**config.mk**
```make
export PLATFORM = sky130hd
export DESIGN_NAME = uart_tx_sched
export DESIGN_NICKNAME = d
export VERILOG_FILES = /design/src/rtl/uart_tx_sched_pkg.sv /design/src/rtl/uart_tx_sched_rr_arb2.sv /design/src/rtl/uart_tx_sched.sv
export SDC_FILE = /design/constraint.sdc
export NUM_CORES = 1
export LEC_CHECK = 0
export ABC_AREA = 1
export CORE_MARGIN = 2
export CORE_UTILIZATION = 35
export DETAILED_ROUTE_END_ITERATION = 10
export SLEW_MARGIN = 20
export SYNTH_ARGS = -nofsm -noshare
export SYNTH_HDL_FRONTEND = slang
export SYNTH_SLANG_ARGS = --single-unit
```
**constraint.sdc**
```tcl
create_clock -name Clk -period 1.68 [get_ports Clk]
set_input_delay 0.336 -clock Clk [delete_from_list [all_inputs] [get_ports Clk]]
set_output_delay 0.336 -clock Clk [all_outputs]
set_load 0.05 [all_outputs]
```
**src/rtl/uart_tx_sched_pkg.sv**
```systemverilog
// uart_tx_sched_pkg: scheduler state encoding, default timing and counter sizing
package uart_tx_sched_pkg;
  typedef enum logic [2:0] {IDLE, LOAD, START, WAIT, GAP, DONE} state_t;
  localparam int GAP_CYC_DEF = 10;
  localparam int TMO_CYC_DEF = 131071;
  localparam int LEN_W = 4;
  function automatic int cnt_w(input int n);
    return n < 2 ? 1 : $clog2(n);
  endfunction
endpackage

```
**src/rtl/uart_tx_sched_rr_arb2.sv**
```systemverilog
// rr_arb2: two-input round-robin arbiter keeping a last-served pointer
module rr_arb2 (
  input  logic       clk,
  input  logic       rst_n,
  input  logic [1:0] req,
  input  logic       upd,
  input  logic       served1,
  output logic [1:0] gnt
);
  logic last;
  always_ff @(posedge clk)
    if (!rst_n) last <= 1'b1;
    else if (upd) last <= served1;
  assign gnt = &req ? (last ? 2'b01 : 2'b10) : req;
endmodule

```
**src/rtl/uart_tx_sched.sv**
```systemverilog
// uart_tx_sched: serializes byte strings from two requesters onto one shared UART byte transmitter
module uart_tx_sched
  import uart_tx_sched_pkg::*;
#(
  parameter int GAP_CYC = GAP_CYC_DEF,
  parameter int TMO_CYC = TMO_CYC_DEF
) (
  input  logic             Clk,
  input  logic             Rst_n,
  input  logic             Req0,
  input  logic             Req1,
  input  logic [LEN_W-1:0] Len0,
  input  logic [LEN_W-1:0] Len1,
  input  logic [7:0]       Byte0,
  input  logic [7:0]       Byte1,
  output logic [LEN_W-1:0] Byte_Idx,
  output logic [1:0]       Grant,
  output logic [7:0]       Tx_Data,
  output logic             Send_En,
  input  logic             Tx_Done,
  output logic [1:0]       Ack,
  output logic [1:0]       Err,
  output logic             Busy
);
  localparam int GW = cnt_w(GAP_CYC);
  localparam int TW = cnt_w(TMO_CYC);
  state_t state, state_d;
  logic [LEN_W-1:0] len;
  logic [GW-1:0] gap_cnt;
  logic [TW-1:0] tmo_cnt;
  logic [1:0] arb_gnt;
  logic [LEN_W-1:0] req_len;
  logic last_byte, tmo_hit;
  assign req_len = arb_gnt[0] ? Len0 : Len1;
  assign last_byte = Byte_Idx == len - LEN_W'(1);
  assign tmo_hit = state == WAIT && !Tx_Done && tmo_cnt == TW'(TMO_CYC - 1);
  assign Send_En = state == START;
  assign Ack = state == DONE ? Grant : 2'b00;
  assign Busy = state != IDLE;
  rr_arb2 u_arb (
    .clk    (Clk),
    .rst_n  (Rst_n),
    .req    ({Req1, Req0}),
    .upd    (state == DONE || tmo_hit),
    .served1(Grant[1]),
    .gnt    (arb_gnt)
  );
  always_comb begin
    state_d = state;
    case (state)
      IDLE:    if (|arb_gnt) state_d = req_len == '0 ? DONE : LOAD;
      LOAD:    state_d = START;
      START:   state_d = WAIT;
      WAIT:    if (Tx_Done) state_d = last_byte ? DONE : (GAP_CYC == 0 ? LOAD : GAP);
               else if (tmo_hit) state_d = IDLE;
      GAP:     if (gap_cnt == GW'(GAP_CYC - 1)) state_d = LOAD;
      DONE:    state_d = IDLE;
      default: state_d = IDLE;
    endcase
  end
  always_ff @(posedge Clk) begin
    if (!Rst_n) begin
      state    <= IDLE;
      Grant    <= '0;
      len      <= '0;
      Byte_Idx <= '0;
      Tx_Data  <= '0;
      gap_cnt  <= '0;
      tmo_cnt  <= '0;
      Err      <= '0;
    end else begin
      state   <= state_d;
      Err     <= tmo_hit ? Grant : 2'b00;
      tmo_cnt <= state == WAIT ? tmo_cnt + TW'(1) : '0;
      gap_cnt <= state == GAP ? gap_cnt + GW'(1) : '0;
      if (state == IDLE && |arb_gnt) begin
        Grant    <= arb_gnt;
        len      <= req_len;
        Byte_Idx <= '0;
      end
      if (state == LOAD) Tx_Data <= Grant[0] ? Byte0 : Byte1;
      if (state == WAIT && Tx_Done && !last_byte) Byte_Idx <= Byte_Idx + LEN_W'(1);
      // leaving a string (completion or abort) releases the transmitter
      if (state != IDLE && state_d == IDLE) begin
        Grant    <= '0;
        Byte_Idx <= '0;
      end
    end
  end
endmodule

```
==> flow_summary.yaml, run 1 <==
outcome:
  status: "complete, no violations"
timing:
  final_hold_viol_count: 0
  rsz0062_at_grt: "true"
  fin_crit_sh: 0.9808
  fin_crit_ns: 1.648
  timing.slew.headroom: 0.8116
  fmax_ghz: 0.6069
  drv_slew: 0
  setup_slack_ns: 0.03217
  finClkSkew_ns: 0.006948
  worst_pin_slew_ns: 0.2822
  fin_setup_tns_ns: 0
  setup_viol: 0
worst_setup_path:
  worstPathArrival_ns: 1.31
  cp-start-kind: "flip-flop"
  crit_path_end_kind: "primary output"
  crit_path_max_fanout: 4
  crit_type: "reg -> out"
  critPathRequiredTime_ns: 1.34
  r2r_cells: 13
cts:
  cts_tree: "built"
  clock_latency_ns: 0.30
  clkTransAtPathRegs_ns: 0.08
  clk_path_buf_depth: 2
  clock_sinks: 45
  clock-root-buffer: "clkbuf_8"
  cts_max_level: 2
  cts_made_buffers: 5
floorplan:
  pin_count: 49
  die-area_sq_um: 7284
  core_sq_um: 6386
  rows: 29
  die_w_microns: 85.35
  die_h_microns: 85.35
  start_util: 0.3627
synth:
  synthArstFlopShare: 0
  syn_nets: 380
  synth_cell_types: 31
  synth_top_area_cell: "dfxtp_1"
  netlist_top_cells_count: "94 x nand2_1, 50 x inv_1, 45 x dfxtp_1"
  synth_edf_count: 0
  syn-cell-area_sq_um: 2316
  synth.top_cell.area_share: 0.3890
  ys_seq_elements: 45
  synthFlopType: "dfxtp_1"
  yosys_warnings: 0
  synth.most_common_cell: "nand2_1"
  synthTopCellsByArea: "dfxtp_1 39%, nand2_1 15%, inv_1 8.1%"
  synthCells: 345
  seq_area_frac_synth: 0.3890
  avgSynthCellArea_sq_um: 6.713
pwr:
  powerDensity_nw_per_um2: 1001
  irDropWorstVdd_uv: 613.4
  leakagePower_nw: 1.433
  finalPower_mw: 3.336
route:
  wirelength_microns: 5475
  wl_per_cell_microns: 10.95
  drt_iter0_drc: 149
  drt_first_pass_iters: 4
  vias: 2306
  drc_errors: 0
  avgViaCountPerCell: 4.612
  ant_nets: 0
global_route:
  grt_max_degree: 18
  gr-total-overflow: 0
  antenna_found_initial: 0
  grt_usage: 0.1559
  grt_pass1_wl_microns: 9211
  grt_pass1_vias: 2176
layout:
  n_antenna_cell: 0
  multi_input_area_sq_um: 1259
  fillCellCount: 598
  regArea_sq_um: 909.6
  syn_to_final_growth_pct: 43.87
  fin_nets: 457
  final_cells: 500
  fin_area_sq_um: 3332
  drive_gt1_frac: 0.2199
min_path:
  whs_path_depth: 1
  hold_path.class: "reg -> reg"
job:
  maxCapViolations: 0
placed_design:
  placement.io_buffers: 48
  dp_hpwl_microns: 4086
  dp_slack_ns: -0.1842
  gp_congestion: 0.7810
  place_area_sq_um: 3108
  place_inst: 487
[state kept, by name, summed over array words and instances (netlist names)]
register	flops
Tx_Data	8
Grant	2
u_arb.last	1
gap_cnt	4
state	3
len	4
Err	2
tmo_cnt	17
Byte_Idx	4
[layout make-up]
class	count	share of cell area
Clock inverter	1	0.009012
Timing Repair Buffer	76	0.2268
Sequential cell	45	0.2730
Inverter	52	0.05858
Clock buffer	7	0.02591
Tap cell	77	0.02891
Multi-Input combinational cell	242	0.3778
[through the flow]
step / utilization / hold WS (ns)
floorplan: - / 0.4337
global placement: 0.4867 / 0.4313
detailed placement: 0.4867 / 0.4354
CTS: 0.5053 / 0.4483
global route: 0.5217 / 0.4557
finish: 0.5217 / 0.4412
[critical path, cell delays in order, from the launching register on]
cell,delay (ns)
dfxtp_1,0.40
inv_1,0.11
nand3_1,0.22
inv_1,0.12
buf_12,0.16
[cell usage in the layout (no fill, tap or decap), types with 7 or more instances in the layout]
master | Yosys | final
nor2_2 | 3 | 7
dfxtp_1 | 45 | 40
nor2_1 | 36 | 29
a21oi_1 | 25 | 25
inv_1 | 50 | 48
nand3_1 | 22 | 21
o21ai_0 | 21 | 18
clkdlybuf4s50_1 | 0 | 27
buf_12 | 0 | 9
buf_4 | 1 | 39
nand2_1 | 94 | 89
[routing by layer]
metal	vias to the layer above	global-route usage	part of all wire
li1	1236	-	-
met1	1015	0.1965	0.47
met2	47	0.2628	0.47
met3	8	0.03307	0.048
met4	0	0.05483	0.013
met5	-	0	0
[worst paths after layout]
check	start	endpoint	slack, ns
max	state[2]$_SDFF_PN0_	Send_En	0.03
min	tmo_cnt[0]$_SDFF_PN0_	tmo_cnt[0]$_SDFF_PN0_	0.44
max reg2reg	len[0]$_SDFFE_PN0P_	Byte_Idx[2]$_SDFFE_PP0P_	0.13
min reg2reg	tmo_cnt[0]$_SDFF_PN0_	tmo_cnt[0]$_SDFF_PN0_	0.44
[where the power goes]
part | switching, mW | total [mW] | internal, mW
clock network | 0.367 | 0.852 | 0.485
registers | 0.0631 | 1.23 | 1.17
logic | 0.764 | 1.25 | 0.485
total | 1.19 | 3.34 | 2.14
[logic make-up (layout without fill, tap and decap cells)]
logic type               count (synthesis)  after routing  share of synthesized area
adder cells (fa/ha/maj)                  6              6                    0.03241
flip-flops                              45             45                     0.3890
AO/OA/AOI/OAI                           53             53                     0.1216
AND/OR/NAND/NOR                        178            178                     0.3414
XOR/XNOR                                 5              5                    0.01891
buffers and inverters                   58            136                    0.09670
[repair_timing]
item	4_1_cts	5_1_grt
resized for setup	1	26
setup buffers	0	5
hold buffers	0	0
pin swaps	0	8
endpoints found under the setup margin	1	12
Note: power is estimated with default switching activity, not from simulation.
==> run 2, diff against run 1 <==
--- a/config.mk
+++ b/config.mk
@@ -12,4 +12,5 @@
 export SLEW_MARGIN = 20
 export SYNTH_ARGS = -nofsm -noshare
 export SYNTH_HDL_FRONTEND = slang
+export SYNTH_HIERARCHICAL = 1
 export SYNTH_SLANG_ARGS = --single-unit
==> run 2 against run 1 <==
Die area increased by 0.15%. Sequential power about the same. Synthesized cell count decreased by 2.3%. Final area rose by 0.45%. Worst hold slack worse by 0.0022 ns. Highest routed layer unchanged.
==> flow_summary.yaml, run 2 <==
floorplan:
  die-area_sq_um: 7295
  start_util: 0.3632
  die_h_microns: 85.41
  pin_count: 49
  core_sq_um: 6386
  die_w_microns: 85.41
  rows: 29
timing:
  timing.hold.ws_ns: 0.4390
  timing.slew.headroom: 0.7976
  fin_crit_sh: 0.9534
  finClkSkew_ns: 0.007453
  fin_crit_ns: 1.602
  rsz0062_at_grt: "true"
  fmax_ghz: 0.6244
  final_hold_viol_count: 0
  setup_viol: 0
  setup_slack_ns: 0.07834
  drv_slew: 0
  worst_pin_slew_ns: 0.3032
global_route:
  gr-total-overflow: 0
  grt_usage: 0.1508
  antenna_found_initial: 0
  grt_pass1_wl_microns: 8983
  grt_pass1_vias: 2086
  grt_max_degree: 17
worst_setup_path:
  crit_type: "reg -> out"
  rrSetupSlack_ns: 0.08
  cp_slowest_cell: "dfxtp_1"
  worstReg2RegEnd: "Byte_Idx[3]$_SDFFE_PP0P_"
  cp-start-kind: "flip-flop"
  worstPathArrival_ns: 1.27
  r2r_cells: 12
  crit_path_end_kind: "primary output"
  crit_path_max_fanout: 4
  timing.rr.start: "len[0]$_SDFFE_PN0P_"
  path_cells: "inv_2, nand3_1, inv_1, buf_12"
  slowest_delay_ns: 0.47
  critPathRequiredTime_ns: 1.34
synth:
  synthTopCellsByArea: "dfxtp_1 39%, nand2_1 15%, inv_1 8.3%"
  synth.most_common_cell: "nand2_1"
  syn_nets: 372
  ys_seq_elements: 45
  avgSynthCellArea_sq_um: 6.883
  seq_area_frac_synth: 0.3883
  synth.top_cell.area_share: 0.3883
  netlist_top_cells_count: "91 x nand2_1, 51 x inv_1, 45 x dfxtp_1"
  synthFlopType: "dfxtp_1"
  synth_cell_types: 31
  synth_edf_count: 0
  synthCells: 337
  yosys_warnings: 6
  synth_top_area_cell: "dfxtp_1"
  synthArstFlopShare: 0
  syn-cell-area_sq_um: 2320
pwr:
  powerDensity_nw_per_um2: 930.6
  leakagePower_nw: 1.493
  finalPower_mw: 3.115
  irDropWorstVdd_uv: 533.5
layout:
  drive_gt1_frac: 0.2440
  final_common_cell: "nand2_1"
  largest_register: "tmo_cnt"
  largest_register_ffs: 17
  final_cell_mix: "87 x nand2_1, 47 x inv_1, 36 x dfxtp_1, 34 x buf_4, 26 x clkdlybuf4s50_1"
  reg_top3: "tmo_cnt: 17 flops, Tx_Data: 8 flops"
  syn_to_final_growth_pct: 44.28
  fin_nets: 448
  n_antenna_cell: 0
route:
  vias: 2237
  drt_iter0_drc: 82
  drc_errors: 0
  avgViaCountPerCell: 4.556
  drt_first_pass_iters: 4
  wl_per_cell_microns: 11.00
  ant_nets: 0
  wirelength_microns: 5399
min_path:
  whs_path_depth: 1
  hold_end: "tmo_cnt[0]$_SDFF_PN0_"
  hp-start: "tmo_cnt[0]$_SDFF_PN0_"
  hold_path.class: "reg -> reg"
cts:
  holdBufCountCts: 0
  clk_path_buf_depth: 2
  cts_max_level: 2
  clock_sinks: 45
  cts_tree: "built"
  clkTransAtPathRegs_ns: 0.09
  cts_made_buffers: 5
  clock-root-buffer: "clkbuf_8"
  clock_latency_ns: 0.30
placed_design:
  placement.io_buffers: 48
  dp_slack_ns: -0.3617
  dp_hpwl_microns: 4115
  gp_congestion: 0.8395
outcome:
  status: "complete, no violations"
job:
  maxCapViolations: 0
[run 2: report_power, final]
| part | total (mW) | internal, mW | switching [mW] |
|---|---|---|---|
| Sequential | 1.21 | 1.16 | 0.0550 |
| Combinational | 1.07 | 0.434 | 0.639 |
| Clock | 0.832 | 0.445 | 0.387 |
| Total | 3.11 | 2.03 | 1.08 |
[run 2: final cells by class]
class / count / area, sq um
fill: 653 / 3039
multi-input combinational: 235 / 1262
sequential: 45 / 912.1
timing repair buffer: 74 / 763.2
inverter: 52 / 197.7
tap: 77 / 96.34
clock buffer: 5 / 68.82
clock inverter: 3 / 46.29
[run 2: per-stage QoR]
step,cells,TNS [ns],area [sq um],utilization
2_1_floorplan,337,0,2331,-
3_3_place_gp,478,-2.464,3109,0.4869
3_5_place_dp,478,-2.854,3109,0.4869
4_1_cts,487,0,3239,0.5072
5_1_grt,491,-0.1665,3347,0.5241
6_report,491,0,3347,0.5241
[run 2: worst max-delay path by stage]
stage / startpoint / to / depth (start not counted)
finish: state[2]$_SDFF_PN0_ / Send_En / 4
global route: u_arb/last$_SDFFE_PN1P_ / Byte_Idx[3]$_SDFFE_PP0P_ / 14
CTS: Req0 / Byte_Idx[1]$_SDFFE_PP0P_ / 14
detailed placement: Req0 / Byte_Idx[1]$_SDFFE_PP0P_ / 14
global placement: Req0 / Byte_Idx[0]$_SDFFE_PP0P_ / 14
floorplan: Grant[0]$_SDFFE_PP0P_ / Ack[0] / 4
[run 2: critical path, delay by kind of cell (launching register included)]
family                 cells  cell delay, ns
and+or+nand+nor            1            0.15
buffers and inverters      3            0.34
DFF                        1            0.47
[run 2: kinds of logic after synthesis]
family,Yosys count,share of synthesized area
simple gates,173,0.3382
buf+inv,57,0.09762
compound gates,47,0.1095
flops,45,0.3883
xor+xnor,9,0.03398
fa+ha+maj,6,0.03236
[run 2: what timing repair did]
item | CTS | global route
resized for setup | 3 | 32
setup endpoints to repair | 4 | 13
pin swaps | 3 | 8
buffers inserted | 1 | 4
[run 2: per-layer routing]
| layer | track usage | vias up | wire length [microns] | part of all wire |
|---|---|---|---|---|
| li1 | - | 1203 | - | - |
| met1 | 0.1829 | 993 | 2473 | 0.46 |
| met2 | 0.2607 | 35 | 2600 | 0.48 |
| met3 | 0.03696 | 6 | 255 | 0.047 |
| met4 | 0.05051 | 0 | 69 | 0.013 |
| met5 | 0 | - | 0 | 0 |
